**src/rtl/reset_seq_pkg.sv**
```systemverilog
// Shared definitions for the reset sequencer: FSM state encodings and width helpers.
package reset_seq_pkg;

  typedef enum logic [1:0] {
    ST_HOLD  = 2'd0,
    ST_WAIT  = 2'd1,
    ST_DONE  = 2'd2,
    ST_FAULT = 2'd3
  } state_t;

  // Ceiling log2 for elaboration-time widths; clog2(1) is 0.
  function automatic int clog2(input int value);
    int r;
    r = 32'sd0;
    for (int v = value - 32'sd1; v > 32'sd0; v = v >>> 1) begin
      r = r + 32'sd1;
    end
    return r;
  endfunction

  // Width of a stage index; never narrower than one bit so a single-stage build still has a port.
  function automatic int stage_w(input int nstage);
    return (nstage > 32'sd1) ? clog2(nstage) : 32'sd1;
  endfunction

endpackage

```
**src/rtl/reset_seq_timer.sv**
```systemverilog
// Shared CW-bit interval counter for the reset sequencer; used for both the
// hold delay before a release and the ready timeout after it.
module reset_seq_timer
  import reset_seq_pkg::*;
#(
  parameter int CW = 16
) (
  input  logic          clk,
  input  logic          rst,
  input  logic          clr,
  input  logic          en,
  input  logic [CW-1:0] term,
  output logic          expired
);

  logic [CW-1:0] cnt_r;

  // Counter register: clear wins over enable, otherwise hold.
  always_ff @(posedge clk) begin
    if (rst) begin
      cnt_r <= {CW{1'b0}};
    end else if (clr) begin
      cnt_r <= {CW{1'b0}};
    end else if (en) begin
      cnt_r <= cnt_r + {{(CW-1){1'b0}}, 1'b1};
    end else begin
      cnt_r <= cnt_r;
    end
  end

  assign expired = (cnt_r == term);

endmodule

```
**src/rtl/reset_seq.sv**
```systemverilog
// Reset sequencer: releases NSTAGE active-low stage resets one at a time,
// HOLD cycles apart, and raises a sticky fault on a ready timeout or a ready drop.
// Optional feature macro: RESET_SEQ_RETRY_EN (one retry of a stage that times out).
module reset_seq
  import reset_seq_pkg::*;
#(
  parameter int NSTAGE  = 3,
  parameter int HOLD    = 16,
  parameter int TIMEOUT = 1000,
  parameter int CW      = 16
) (
  input  logic                         clk,
  input  logic                         rst,
  input  logic [NSTAGE-1:0]            stage_ready,
  output logic [NSTAGE-1:0]            stage_rst_n,
  output logic                         all_ready,
  output logic                         fault,
  output logic [stage_w(NSTAGE)-1:0]   fault_stage
);

  localparam int SW = stage_w(NSTAGE);
  localparam logic [CW-1:0] HOLD_TERM = CW'(HOLD - 32'sd1);
  localparam logic [CW-1:0] WAIT_TERM = CW'(TIMEOUT - 32'sd1);
  localparam logic [SW-1:0] LAST_K    = SW'(NSTAGE - 32'sd1);

  state_t            state_r, state_nxt;
  logic [SW-1:0]     k_r, k_nxt;
  logic [NSTAGE-1:0] rst_n_r, rst_n_nxt;
  logic              all_ready_r, all_ready_nxt;
  logic              fault_r, fault_nxt;
  logic [SW-1:0]     fault_stage_r, fault_stage_nxt;
  logic [SW-1:0]     drop_idx;
  logic              tmr_clr, tmr_en, tmr_expired;
  logic [CW-1:0]     tmr_term;
`ifdef RESET_SEQ_RETRY_EN
  logic              retry_r, retry_nxt;
`endif

  // Stages strictly below idx stay released when a fault is taken.
  function automatic logic [NSTAGE-1:0] below_mask(input logic [SW-1:0] idx);
    logic [NSTAGE-1:0] m;
    m = {NSTAGE{1'b0}};
    for (int i = 0; i < NSTAGE; i++) begin
      if (i < int'(idx)) m[i] = 1'b1;
      else               m[i] = 1'b0;
    end
    return m;
  endfunction

  reset_seq_timer #(.CW(CW)) u_timer (
    .clk     (clk),
    .rst     (rst),
    .clr     (tmr_clr),
    .en      (tmr_en),
    .term    (tmr_term),
    .expired (tmr_expired)
  );

  // Lowest stage whose ready has dropped (only meaningful while any bit is low).
  always_comb begin
    drop_idx = {SW{1'b0}};
    for (int i = NSTAGE - 1; i >= 0; i--) begin
      if (!stage_ready[i]) drop_idx = SW'(i);
      else                 drop_idx = drop_idx;
    end
  end

  // Next-state, next-output and timer control for the sequencing FSM.
  always_comb begin
    state_nxt       = state_r;
    k_nxt           = k_r;
    rst_n_nxt       = rst_n_r;
    all_ready_nxt   = all_ready_r;
    fault_nxt       = fault_r;
    fault_stage_nxt = fault_stage_r;
    tmr_clr         = 1'b0;
    tmr_en          = 1'b0;
    tmr_term        = HOLD_TERM;
`ifdef RESET_SEQ_RETRY_EN
    retry_nxt       = retry_r;
`endif
    case (state_r)
      ST_HOLD: begin
        tmr_term = HOLD_TERM;
        if (tmr_expired) begin
          rst_n_nxt[k_r] = 1'b1;
          tmr_clr        = 1'b1;
          state_nxt      = ST_WAIT;
        end else begin
          tmr_en = 1'b1;
        end
      end
      ST_WAIT: begin
        tmr_term = WAIT_TERM;
        // Ready is checked before the timeout so a same-edge ready wins.
        if (stage_ready[k_r]) begin
          tmr_clr = 1'b1;
`ifdef RESET_SEQ_RETRY_EN
          retry_nxt = 1'b0;
`endif
          if (k_r == LAST_K) begin
            all_ready_nxt = 1'b1;
            state_nxt     = ST_DONE;
          end else begin
            k_nxt     = k_r + SW'(1'b1);
            state_nxt = ST_HOLD;
          end
        end else if (tmr_expired) begin
          tmr_clr = 1'b1;
`ifdef RESET_SEQ_RETRY_EN
          if (!retry_r) begin
            retry_nxt      = 1'b1;
            rst_n_nxt[k_r] = 1'b0;
            state_nxt      = ST_HOLD;
          end else begin
            fault_nxt       = 1'b1;
            fault_stage_nxt = k_r;
            rst_n_nxt       = below_mask(k_r);
            all_ready_nxt   = 1'b0;
            state_nxt       = ST_FAULT;
          end
`else
          fault_nxt       = 1'b1;
          fault_stage_nxt = k_r;
          rst_n_nxt       = below_mask(k_r);
          all_ready_nxt   = 1'b0;
          state_nxt       = ST_FAULT;
`endif
        end else begin
          tmr_en = 1'b1;
        end
      end
      ST_DONE: begin
        tmr_clr   = 1'b1;
        rst_n_nxt = {NSTAGE{1'b1}};
        if (!(&stage_ready)) begin
          fault_nxt       = 1'b1;
          fault_stage_nxt = drop_idx;
          rst_n_nxt       = below_mask(drop_idx);
          all_ready_nxt   = 1'b0;
          state_nxt       = ST_FAULT;
        end else begin
          all_ready_nxt = 1'b1;
        end
      end
      ST_FAULT: begin
        tmr_clr   = 1'b1;
        rst_n_nxt = below_mask(fault_stage_r);
      end
      default: begin
        tmr_clr         = 1'b1;
        fault_nxt       = 1'b1;
        fault_stage_nxt = {SW{1'b0}};
        rst_n_nxt       = {NSTAGE{1'b0}};
        all_ready_nxt   = 1'b0;
        state_nxt       = ST_FAULT;
      end
    endcase
  end

  // State, stage index and output registers; rst restarts the whole sequence.
  always_ff @(posedge clk) begin
    if (rst) begin
      state_r       <= ST_HOLD;
      k_r           <= {SW{1'b0}};
      rst_n_r       <= {NSTAGE{1'b0}};
      all_ready_r   <= 1'b0;
      fault_r       <= 1'b0;
      fault_stage_r <= {SW{1'b0}};
`ifdef RESET_SEQ_RETRY_EN
      retry_r       <= 1'b0;
`endif
    end else begin
      state_r       <= state_nxt;
      k_r           <= k_nxt;
      rst_n_r       <= rst_n_nxt;
      all_ready_r   <= all_ready_nxt;
      fault_r       <= fault_nxt;
      fault_stage_r <= fault_stage_nxt;
`ifdef RESET_SEQ_RETRY_EN
      retry_r       <= retry_nxt;
`endif
    end
  end

  assign stage_rst_n = rst_n_r;
  assign all_ready   = all_ready_r;
  assign fault       = fault_r;
  assign fault_stage = fault_stage_r;

endmodule

```
**config.mk**
```make
export PLATFORM = sky130hd
export DESIGN_NAME = reset_seq
export DESIGN_NICKNAME = d
export VERILOG_FILES = /design/src/rtl/reset_seq_pkg.sv /design/src/rtl/reset_seq_timer.sv /design/src/rtl/reset_seq.sv
export SDC_FILE = /design/constraint.sdc
export NUM_CORES = 1
export LEC_CHECK = 0
export BUFFER_PORTS_ARGS = -buffer_cell sky130_fd_sc_hd__buf_2
export CORE_MARGIN = 2
export CORE_UTILIZATION = 59
export DETAILED_ROUTE_END_ITERATION = 8
export HOLD_SLACK_MARGIN = 0.1
export PLACE_DENSITY = 0.88
export REMOVE_ABC_BUFFERS = 1
export SLEW_MARGIN = 0
export SYNTH_ARGS = -nofsm -noshare
export SYNTH_HDL_FRONTEND = slang
export SYNTH_SLANG_ARGS = --single-unit
```
**constraint.sdc**
```tcl
create_clock -name clk -period 2.4 [get_ports clk]
set_input_delay 0.48 -clock clk [delete_from_list [all_inputs] [get_ports clk]]
set_output_delay 0.48 -clock clk [all_outputs]
set_load 0.02 [all_outputs]
```
Yosys cells after proc, flatten, opt, wreduce, memory -nomap -nowiden:

Cells that the tools add are included.

* register bits after elaboration: 27
* latch bits: 0
* RAM bits: 0
* memory bits (read-only): 0
* input port bits: 5
* output and inout port bits: 7
* logic and storage cells: 92
* memories: 0

* add/sub/neg operators: 2
* multipliers: 0
* divide/modulo/power cells: 0
* $lt $le $gt $ge: 11
* eq/ne operators: 11
* shifts and indexed selects: 0
* muxes and demuxes: 47
* bitwise gates (word level): 2
* reduce and logical (&&, ||, !) cells: 12

Operators by type and width (count)
* $mux W1: 22
* $mux W2: 11
* $add A16 B1 Y16 const B: 1
* $eq A16 B10 Y1: 1
* $lt A1 B2 Y1 const A: 6
* $mux W3: 4
* $pmux W3 S4: 1
* $reduce_and A3 Y1: 4
* $mux W10: 1
* $ne A2 B2 Y1 const B: 4
* $reduce_and A4 Y1: 2
* $eq A2 B2 Y1 const B: 3
* $lt A2 B2 Y1 const A: 3
* $ne A3 B3 Y1 const B: 2
* $pmux W1 S2: 3
* $pmux W2 S3: 1
* $pmux W2 S2: 1
* $reduce_or A2 Y1: 2
* $lt A2 B3 Y1 const B: 1
* $or A3 B3 Y3: 1
* $pmux W1 S3: 1
* $reduce_bool A3 Y1: 1
* $add A2 B1 Y2 const B: 1
* $bmux W1 S2: 1
* other kinds (7): 7

Depth between registers and ports, before layout:

Gate-level depths: netlist of the first run.

* word-level depth: 7
* depth in mapped cells: 9
* gate-level depth less buffers: 7

Modules after synthesis:

A second synthesis of the first run with hierarchy kept.

* cell total of the unflattened synthesis: 199
* area, all modules: 1734.2 sq um

By module, submodules not included
* reset_seq_timer: instances 1, cells an instance 100, area each 904.6 sq um, sequential area each 320.3 sq um
* reset_seq: instances 1, cells an instance 99, area each 829.5 sq um, sequential area each 220.2 sq um

Worst setup path before layout of the first run:

OpenSTA, ideal clock, no wires.

* path type: reg2reg
* start point: reg state_r[1]
* end point: reg u_timer.cnt_r[12]
* library setup time: 0.125 ns
* data arrival time: 1.992 ns
* required time: 2.275 ns
* slack: 0.282 ns
* stages on the path, launching flop included: 9
* path buffers: 1
* period minus slack after synthesis: 2.118 ns
* cells stage by stage: dfxtp_1 > inv_1 > ha_1 > or4_4 > o22a_4 > o21ai_0 > a31o_2 > buf_4 > a21oi_1

* word-level cells in the longest chain between the ends: 7
* elaborated cells on any way between the ends: 14
* those cells by class: eq/ne (4); mux (7); reduce/logical (3)

RTL lines
* start, declared: line reset_seq.sv:26 `state_t state_r, state_nxt;`
* start signal, assigned: line reset_seq.sv:174 `state_r <= state_nxt;`
* $eq A2 B1 Y1: line reset_seq.sv:82 `case (state_r)`
* $mux W10: line reset_seq.sv:82
* $eq A16 B10 Y1: line reset_seq_timer.sv:31 `assign expired = (cnt_r == term);`
* $mux W1: line reset_seq.sv:85, reset_seq.sv:108
* $mux W1: line reset_seq.sv:96 `if (stage_ready[k_r]) begin`
* $pmux W1 S3: line reset_seq.sv:82
* $reduce_or A2 Y1 (no source line)
* end signal, assigned: line reset_seq_timer.sv:23 `cnt_r <= {CW{1'b0}};`
* end signal, assigned: line reset_seq_timer.sv:25 `cnt_r <= cnt_r + {{(CW-1){1'b0}}, 1'b1};`
* end signal, assigned: line reset_seq_timer.sv:27 `cnt_r <= cnt_r;`
* end, declared: line reset_seq_timer.sv:16 `logic [CW-1:0] cnt_r;`

Parallel ways exist; a longest one is shown, timed or not.
A chain may end at the register's enable or synchronous reset.

Worst setup path in the final report of the first run:

* start point: reg state_r[1]
* end point: reg fault_stage_r[0], in the netlist fault_stage[0]

* word-level cells in the longest chain between the ends: 5
* elaborated cells on any way between the ends: 10
* those cells by class: eq/ne (6); mux (2); reduce/logical (2)

RTL lines
* $eq A2 B1 Y1: line reset_seq.sv:82
* $mux W10: line reset_seq.sv:82
* $eq A16 B10 Y1: line reset_seq_timer.sv:31
* $ne A2 B2 Y1 (no source line)
* $reduce_and A4 Y1 (no source line)
* end signal, assigned: line reset_seq.sv:169 `fault_stage_r <= {SW{1'b0}};`
* end signal, assigned: line reset_seq.sv:179 `fault_stage_r <= fault_stage_nxt;`
* end, declared: line reset_seq.sv:31 `logic [SW-1:0] fault_stage_r, fault_stage_nxt;`

Parallel ways exist; a longest one is shown, timed or not.

==> results_dict.tcl, run 1 <==
set metrics [dict create \
    syn_inst 194 \
    critPathKind "reg2reg" \
    cts_buffers 3 \
    start_util_pct 61.3 \
    yosys_register_bits 27 \
    power.total_uw 704 \
    hp-class "in2reg" \
    whs_endpoint "fault" \
    r2r_end "fault_stage[0]" \
    tns_ps 0 \
    dpl_worst_slack_ps 11.5 \
    worstSetupEndpointType "flip-flop" \
    firstDrtPassIters 4 \
    fin_nets 221 \
    drv_cap 0 \
    hold_buffers 0 \
    path_clk_slew_ps 160 \
    row_count 19 \
    core_um2 2710 \
    fin_util_pct 66.1 \
    leakagePower_nw 0.628 \
    drtAntennaViolNets 0 \
    stdcell_area_um2 1790 \
    dieArea_um2 3260 \
    dpl_cell_area_um2 1750 \
    ff2ff_path_depth 8 \
    antenna_found_initial 0 \
    fp.dieW_um 57.1 \
    powerDensity_nw_per_um2 393 \
    yosys_warnings 0 \
    setup_viol 0 \
    die_h_um 57.1 \
    startpoint "state_r[1]" \
    fin_cells 237 \
    synthArstFlopShare_pct 0 \
    n_antenna_cell 0 \
    ys_seq_area_share_pct 32.5 \
    finalClockSkew_ps 4.56 \
    grt_pass1_vias 1434 \
    max-vdd-ir-drop_mv 0.373 \
    fmax_mhz 442 \
    critical_path.max_stage_delay_ps 440 \
    drc 0 \
    cp.arrival_ps 2530 \
    hold_viol_final 0 \
    cts_buffer_depth 2 \
    grt_overflow 0 \
    cts_tree "yes" \
    grt_start_max_net_pins 25 \
    clock-sinks 27 \
    dp_hpwl_mm 2.76 \
    synth_edf_count 0 \
    routed_wl_mm 3.77 \
    worst_pin_slew_ps 641 \
    critPathLaunchType "flip-flop" \
    drive_gt1_share_pct 16.0 \
    hold_ws_ps 483 \
    yosys-top-cells-area "dfxtp_1 33%, ha_1 6.8%, a21oi_1 5.7%" \
    clock-root-buffer "clkbuf_4" \
    reg2reg_setup_slack_ps 140 \
    path_cells "inv_1 > ha_2 > or4_4 > o22a_4 > o31ai_4 > buf_4 > a31oi_1 > a311oi_2" \
    synth_top_area_cell "dfxtp_1" \
    fin_crit_sh_pct 94.3 \
    timing.final.ws_setup_ps 137 \
    ys_types 52 \
    synth_flop_cell "dfxtp_1" \
    fin_crit_ps 2260 \
    ios 12 \
    viasPerCell 6.62 \
    r2r_start "state_r[1]" \
    grt_pass1_wl_mm 6.37 \
    clkLatencyLatePin_ps 340 \
    outcome "complete, no violations" \
    crit_slowest_cell "or4_4" \
    netlist_top_cells_count "27 x dfxtp_1, 19 x a21oi_1, 12 x nand2_1" \
    netlist_area_um2 1660 \
    vias 1568 \
    slew_headroom_pct 56.8 \
    dp.cells 232 \
    synth.top_cell.area_share_pct 32.5 \
    min_path_cells 2 \
    finalMaxSlewViolations 0 \
    drt-wirelength-per-cell_um 15.9 \
    grt_use_total_pct 24.3 \
    io_buffers 11 \
    place_congestion 0.846 \
    avgSynthCellArea_um2 8.56 \
    rsz0062_at_grt "false" \
    cp.required_ps 2670 \
    htree_levels 1 \
    drt_iter0_markers 83 \
    yosysMostFrequentCell "dfxtp_1" \
    worstHoldStart "rst" \
    areaGrowthSynthToFinish_pct 7.76 \
    cp_max_fo 10 \
]
==> placed cells by master, fill, tap and decap left out, types with 3 or more instances in the layout <==
cell | netlist | layout
buf_4 | 2 | 6
ha_1 | 9 | 8
nand4_1 | 3 | 3
nor3_1 | 3 | 3
a211oi_1 | 3 | 3
nor2_1 | 9 | 9
o21ai_0 | 6 | 6
nand3b_1 | 3 | 3
clkbuf_4 | 0 | 3
buf_2 | 1 | 11
a31oi_1 | 4 | 4
mux2i_1 | 3 | 3
nand2_1 | 12 | 12
inv_1 | 10 | 10
dfxtp_1 | 27 | 27
xnor2_1 | 3 | 3
nand3_1 | 8 | 8
a21oi_1 | 19 | 19
o31ai_1 | 11 | 11
and3_1 | 5 | 5
or4_1 | 10 | 10
==> worst max-delay path by stage <==
stage	to	slack [ps]	cells after the start
floorplan	state_r[0]	20	7
global placement	fault_stage[0]	160	7
detailed placement	stage_rst_n[0]	10	7
CTS	fault_stage[0]	8	7
global route	stage_rst_n[0]	2	8
finish	fault_stage[0]	140	8
==> layout make-up <==
class | instances | area [um^2]
multi-input combinational | 148 | 1040
sequential | 27 | 541
clock buffer | 3 | 22.5
inverter | 10 | 37.5
fill | 206 | 920
timing repair buffer | 17 | 100
tap | 31 | 38.8
clock inverter | 1 | 7.51
==> cells by family after synthesis <==
family,share of synthesized area [%]
and+or+nand+nor,25.9
DFF,32.5
muxes,1.81
adders and majority gates,6.78
AOI/OAI and AO/OA,26.1
xor gates and xnor gates,2.11
buffers and inverters,4.82
==> worst max-delay path, delay by kind of cell, from the launching register on <==
kind                     cells  cell delay (ps)
AO/OA/AOI/OAI                4              830
AND/OR/NAND/NOR              1              440
flip-flops                   1              400
buffers and inverters        2              280
adder cells (fa/ha/maj)      1              230
==> layer usage <==
layer  part of all wire (%)  track usage [%]  vias to the layer above
met4                    1.3             8.64                        0
met3                    4.1             2.04                        5
met1                     47             32.4                      747
met2                     48             41.4                       45
li1                       -                -                      771
met5                      0                0                        -
==> what timing repair did <==
item	4_1_cts	5_1_grt
setup endpoints to repair	0	21
resized for setup	0	1
setup buffers	0	1
==> where the power goes <==
part	switching [mW]	internal (mW)
combinational	0.0219	0.0127
clock	0.148	0.0641
sequential	0.00420	0.453
total	0.174	0.530
==> sequential cells by signal, indices dropped and copies added, names as in the netlist <==
signal	count
fault	1
state_r	2
k_r	2
u_timer.cnt_r	16
stage_rst_n	3
all_ready	1
fault_stage	2
Power figures use the tool's default switching activity.
==> run 2: changes to the inputs <==
--- a/config.mk
+++ b/config.mk
@@ -6,11 +6,11 @@
 export NUM_CORES = 1
 export LEC_CHECK = 0
 export BUFFER_PORTS_ARGS = -buffer_cell sky130_fd_sc_hd__buf_2
-export CORE_MARGIN = 2
+export CORE_MARGIN = 5
 export CORE_UTILIZATION = 59
 export DETAILED_ROUTE_END_ITERATION = 8
 export HOLD_SLACK_MARGIN = 0.1
-export PLACE_DENSITY = 0.88
+export PLACE_DENSITY = 0.86
 export REMOVE_ABC_BUFFERS = 1
 export SLEW_MARGIN = 0
 export SYNTH_ARGS = -nofsm -noshare
==> results_dict.tcl, run 2 (synthesis gave the netlist of run 1 again) <==
set metrics [dict create \
    finalClockSkew_ps 17.1 \
    r2r_start "state_r[1]" \
    hp-class "in2reg" \
    clkLatencyLatePin_ps 340 \
    slew_headroom_pct 53.2 \
    viasPerCell 6.76 \
    cp.arrival_ps 2570 \
    hold_buffers 0 \
    outcome "complete, no violations" \
    core_um2 2730 \
    startpoint "state_r[1]" \
    grt_pass1_wl_mm 6.57 \
    ff2ff_path_depth 8 \
    ios 12 \
    clock-sinks 27 \
    drc 0 \
    fin_crit_ps 2300 \
    powerDensity_nw_per_um2 384 \
    max-vdd-ir-drop_mv 0.421 \
    whs_endpoint "k_r[1]" \
    multiInputGateArea_um2 1050 \
    dieArea_um2 3980 \
    grt_start_max_net_pins 17 \
    fin_crit_sh_pct 96.0 \
    io_buffers 11 \
    setup_viol 0 \
    largest_reg_flops 16 \
    fmax_mhz 434 \
    drtAntennaViolNets 0 \
    cts_tree "yes" \
    top_layer "met4" \
    routed_wl_mm 3.79 \
    hold_ws_ps 487 \
    fin_nets 221 \
    n_antenna_cell 0 \
    drv_cap 0 \
    antenna_found_initial 0 \
    layout_common_cells "27 x dfxtp_1, 19 x a21oi_1, 12 x nand2_1" \
    routed-wl-met2_mm 1.81 \
    dp_hpwl_mm 2.84 \
    fp.dieW_um 63.1 \
    clock-root-buffer "clkbuf_4" \
    grt_use_total_pct 20.1 \
    seq_area_um2 541 \
    final_common_cell "dfxtp_1" \
    min_path_cells 2 \
    cts_buffers 3 \
    fill_cells 225 \
    start_util_pct 60.8 \
    finalMaxSlewViolations 0 \
    dp.cells 231 \
    critPathKind "reg2reg" \
    drt_iter0_markers 158 \
    r2r_end "fault_stage[0]" \
    vias 1601 \
    cp.required_ps 2670 \
    regMostFlops "u_timer.cnt_r" \
    firstDrtPassIters 5 \
    worst_pin_slew_ps 694 \
    worstSetupEndpointType "flip-flop" \
    row_count 19 \
    critPathLaunchType "flip-flop" \
    leakagePower_nw 0.633 \
    drt-wirelength-per-cell_um 16.0 \
    die_h_um 63.1 \
    hold_viol_final 0 \
    dpl_worst_slack_ps 54.0 \
    reg2reg_setup_slack_ps 100 \
    worstHoldStart "rst" \
    wl_met3_um 251 \
    drive_gt1_share_pct 16.0 \
    fin_cells 237 \
    cp_max_fo 7 \
    timing.final.ws_setup_ps 96.5 \
    htree_levels 1 \
    path_clk_slew_ps 150 \
    cts_buffer_depth 2 \
    grt_pass1_vias 1457 \
    grt_overflow 0 \
    m1WireLength_mm 1.62 \
    areaGrowthSynthToFinish_pct 8.13 \
    place_congestion 0.870 \
]
[run 2: cell count changes in the layout (fill, tap and decap cells not counted)]
cell,delta
o21ai_0,-1
o21ai_1,+1
a31o_4,+1
clkinvlp_4,-1
clkinv_2,+1
a31o_2,-1
[run 2: repair_timing]
item / in CTS / in global routing
setup buffers: 0 / 2
hold endpoints to repair: 0 / 0
resized for setup: 0 / 3
endpoints found under the setup margin: 0 / 21
[run 2: how the worst max path moves through the flow]
stage	to	depth (start not counted)
2_1_floorplan	state_r[0]	7
3_3_place_gp	fault_stage[0]	7
3_5_place_dp	stage_rst_n[2]	7
4_1_cts	stage_rst_n[2]	7
5_1_grt	fault_stage[0]	8
6_report	fault_stage[0]	8
[run 2: cell type report]
type | instances | share of cell area [%]
multi-input cells | 148 | 58.6
flip-flops and latches | 27 | 30.1
repair buffers | 17 | 5.57
well taps | 31 | 2.16
inverters | 10 | 2.09
clock buffers | 3 | 1.25
clock inverters | 1 | 0.279
[run 2: worst max-delay path, cell delays in order (launching register included)]
cell	delay (ps)
dfxtp_1	380
inv_1	90
ha_2	220
or4_4	440
o22a_4	250
o31ai_4	310
buf_4	190
a31oi_1	100
a311oi_2	250
[run 2: metal layers]
| metal | track usage, % | up-vias |
|---|---|---|
| met5 | 0 | - |
| met4 | 8.49 | 0 |
| met3 | 3.73 | 19 |
| met2 | 31.4 | 60 |
| met1 | 27.0 | 756 |
| li1 | - | 766 |
[run 2: power breakdown]
part / switching (mW) / internal, mW
combinational: 0.0223 / 0.0136
clock: 0.134 / 0.0628
sequential: 0.00424 / 0.453
total: 0.161 / 0.529
[run 2: through the flow]
| step | cell area, um^2 | power, mW | util, % | setup TNS, ps |
|---|---|---|---|---|
| floorplan | 1620 | 0.487 | - | 0 |
| global placement | 1740 | 0.499 | 63.8 | 0 |
| finish | 1800 | 0.690 | 65.7 | 0 |
| global route | 1800 | 0.732 | 65.7 | -49.5 |
| detailed placement | 1740 | 0.502 | 63.8 | 0 |
| CTS | 1770 | 0.698 | 64.8 | 0 |
==> run 3: changes to the inputs <==
--- a/config.mk
+++ b/config.mk
@@ -9,7 +9,9 @@
 export CORE_MARGIN = 5
 export CORE_UTILIZATION = 59
 export DETAILED_ROUTE_END_ITERATION = 8
+export GPL_ROUTABILITY_DRIVEN = 0
 export HOLD_SLACK_MARGIN = 0.1
+export MAX_ROUTING_LAYER = met4
 export PLACE_DENSITY = 0.86
 export REMOVE_ABC_BUFFERS = 1
 export SLEW_MARGIN = 0
==> results_dict.tcl, run 3 (synthesis gave the netlist of run 1 again) <==
set metrics [dict create \
    outcome "complete, no violations" \
    dp_hpwl_mm 2.87 \
    drc 0 \
    viasPerCell 6.77 \
    dieArea_um2 3980 \
    grt_start_max_net_pins 27 \
    path_clk_slew_ps 160 \
    routed_wl_mm 3.93 \
    drive_gt1_share_pct 15.6 \
    finalClockSkew_ps 12.3 \
    cp.required_ps 2630 \
    max-vdd-ir-drop_mv 0.425 \
    hold_ws_ps 484 \
    hold_viol_final 0 \
    worstSetupEndpointType "flip-flop" \
    fin_crit_sh_pct 96.9 \
    cp.arrival_ps 2550 \
    hp-class "in2reg" \
    final_common_cell "dfxtp_1" \
    dp.cells 230 \
    die_h_um 63.1 \
    power.total_uw 701 \
    timing.final.ws_setup_ps 73.4 \
    path_cells "inv_1 > ha_2 > or4_4 > o22a_4 > o31ai_2 > and4b_2 > nor4_2" \
    areaGrowthSynthToFinish_pct 8.89 \
    cts_buffer_depth 2 \
    powerDensity_nw_per_um2 387 \
    drv_cap 0 \
    ios 12 \
    start_util_pct 60.8 \
    cp.buffers_inverters 1 \
    drt_iter0_markers 200 \
    fin_crit_ps 2330 \
    n_antenna_cell 0 \
    stdcell_area_um2 1810 \
    layout_common_cells "27 x dfxtp_1, 19 x a21oi_1, 12 x nand2_1" \
    clkLatencyLatePin_ps 340 \
    dpl_cell_area_um2 1750 \
    vias 1597 \
    tns_ps 0 \
    io_buffers 11 \
    firstDrtPassIters 5 \
    critPathKind "reg2reg" \
    crit_slowest_cell "or4_4" \
    grt_use_total_pct 19.5 \
    cts_tree "yes" \
    regMostFlops "u_timer.cnt_r" \
    slew_headroom_pct 39.0 \
    fin_cells 236 \
    dpl_worst_slack_ps 62.6 \
    grt_pass1_vias 1419 \
    critical_path.max_stage_delay_ps 440 \
    grt_pass1_wl_mm 6.37 \
    drtAntennaViolNets 0 \
    drt-wirelength-per-cell_um 16.6 \
    setup_viol 0 \
    leakagePower_nw 0.623 \
    grt_overflow 0 \
    clock-sinks 27 \
    fmax_mhz 430 \
    antenna_found_initial 0 \
    largest_reg_flops 16 \
    worst_pin_slew_ps 906 \
    htree_levels 1 \
    clock-root-buffer "clkbuf_4" \
    core_um2 2730 \
    row_count 19 \
    cp_top_family "simple AND/OR/NAND/NOR gates" \
    cp_max_fo 8 \
    finalMaxSlewViolations 0 \
    fin_nets 220 \
    fin_util_pct 66.2 \
    cts_buffers 3 \
    fp.dieW_um 63.1 \
    critPathLaunchType "flip-flop" \
]
[run 3: cell types whose count changed in the layout (fill, tap and decap cells not counted)]
cell / change
buf_4: -3
clkinvlp_4: +1
buf_12: +1
clkinv_2: -1
o31ai_2: +1
[run 3: layout make-up]
type                    count  area (um^2)
multi-input cells         149         1060
fillers                   215          925
flip-flops and latches     27          541
repair buffers             15         97.6
well taps                  31         38.8
inverters                  10         37.5
clock buffers               3         22.5
clock inverters             1         7.51
[run 3: layer usage]
metal	up-vias	GRT usage, %	part of all wire [%]
met3	4	2.66	7.1
met1	756	26.5	44
met4	0	5.31	0.94
li1	771	-	-
met5	-	-	0
met2	66	30.4	48
[run 3: worst paths after layout]
| kind | endpoint | slack (ps) | startpoint | cells after the start |
|---|---|---|---|---|
| worst min register to register | u_timer.cnt_r[15] | 500 | u_timer.cnt_r[15] | 2 |
| worst max register to register | stage_rst_n[0] | 70 | state_r[1] | 7 |
| worst max-delay path | stage_rst_n[0] | 70 | state_r[1] | 7 |
| worst min-delay path | k_r[1] | 480 | rst | 2 |
[run 3: power by group]
group | internal [mW] | total [mW] | switching [mW]
registers | 0.453 | 0.457 | 0.00422
clock network | 0.0639 | 0.207 | 0.143
logic | 0.0137 | 0.0369 | 0.0232
[run 3: what timing repair did]
item | CTS | global route
resized for setup | 0 | 3
endpoints found under the setup margin | 0 | 21
setup buffers | 0 | 1
hold buffers | 0 | 0
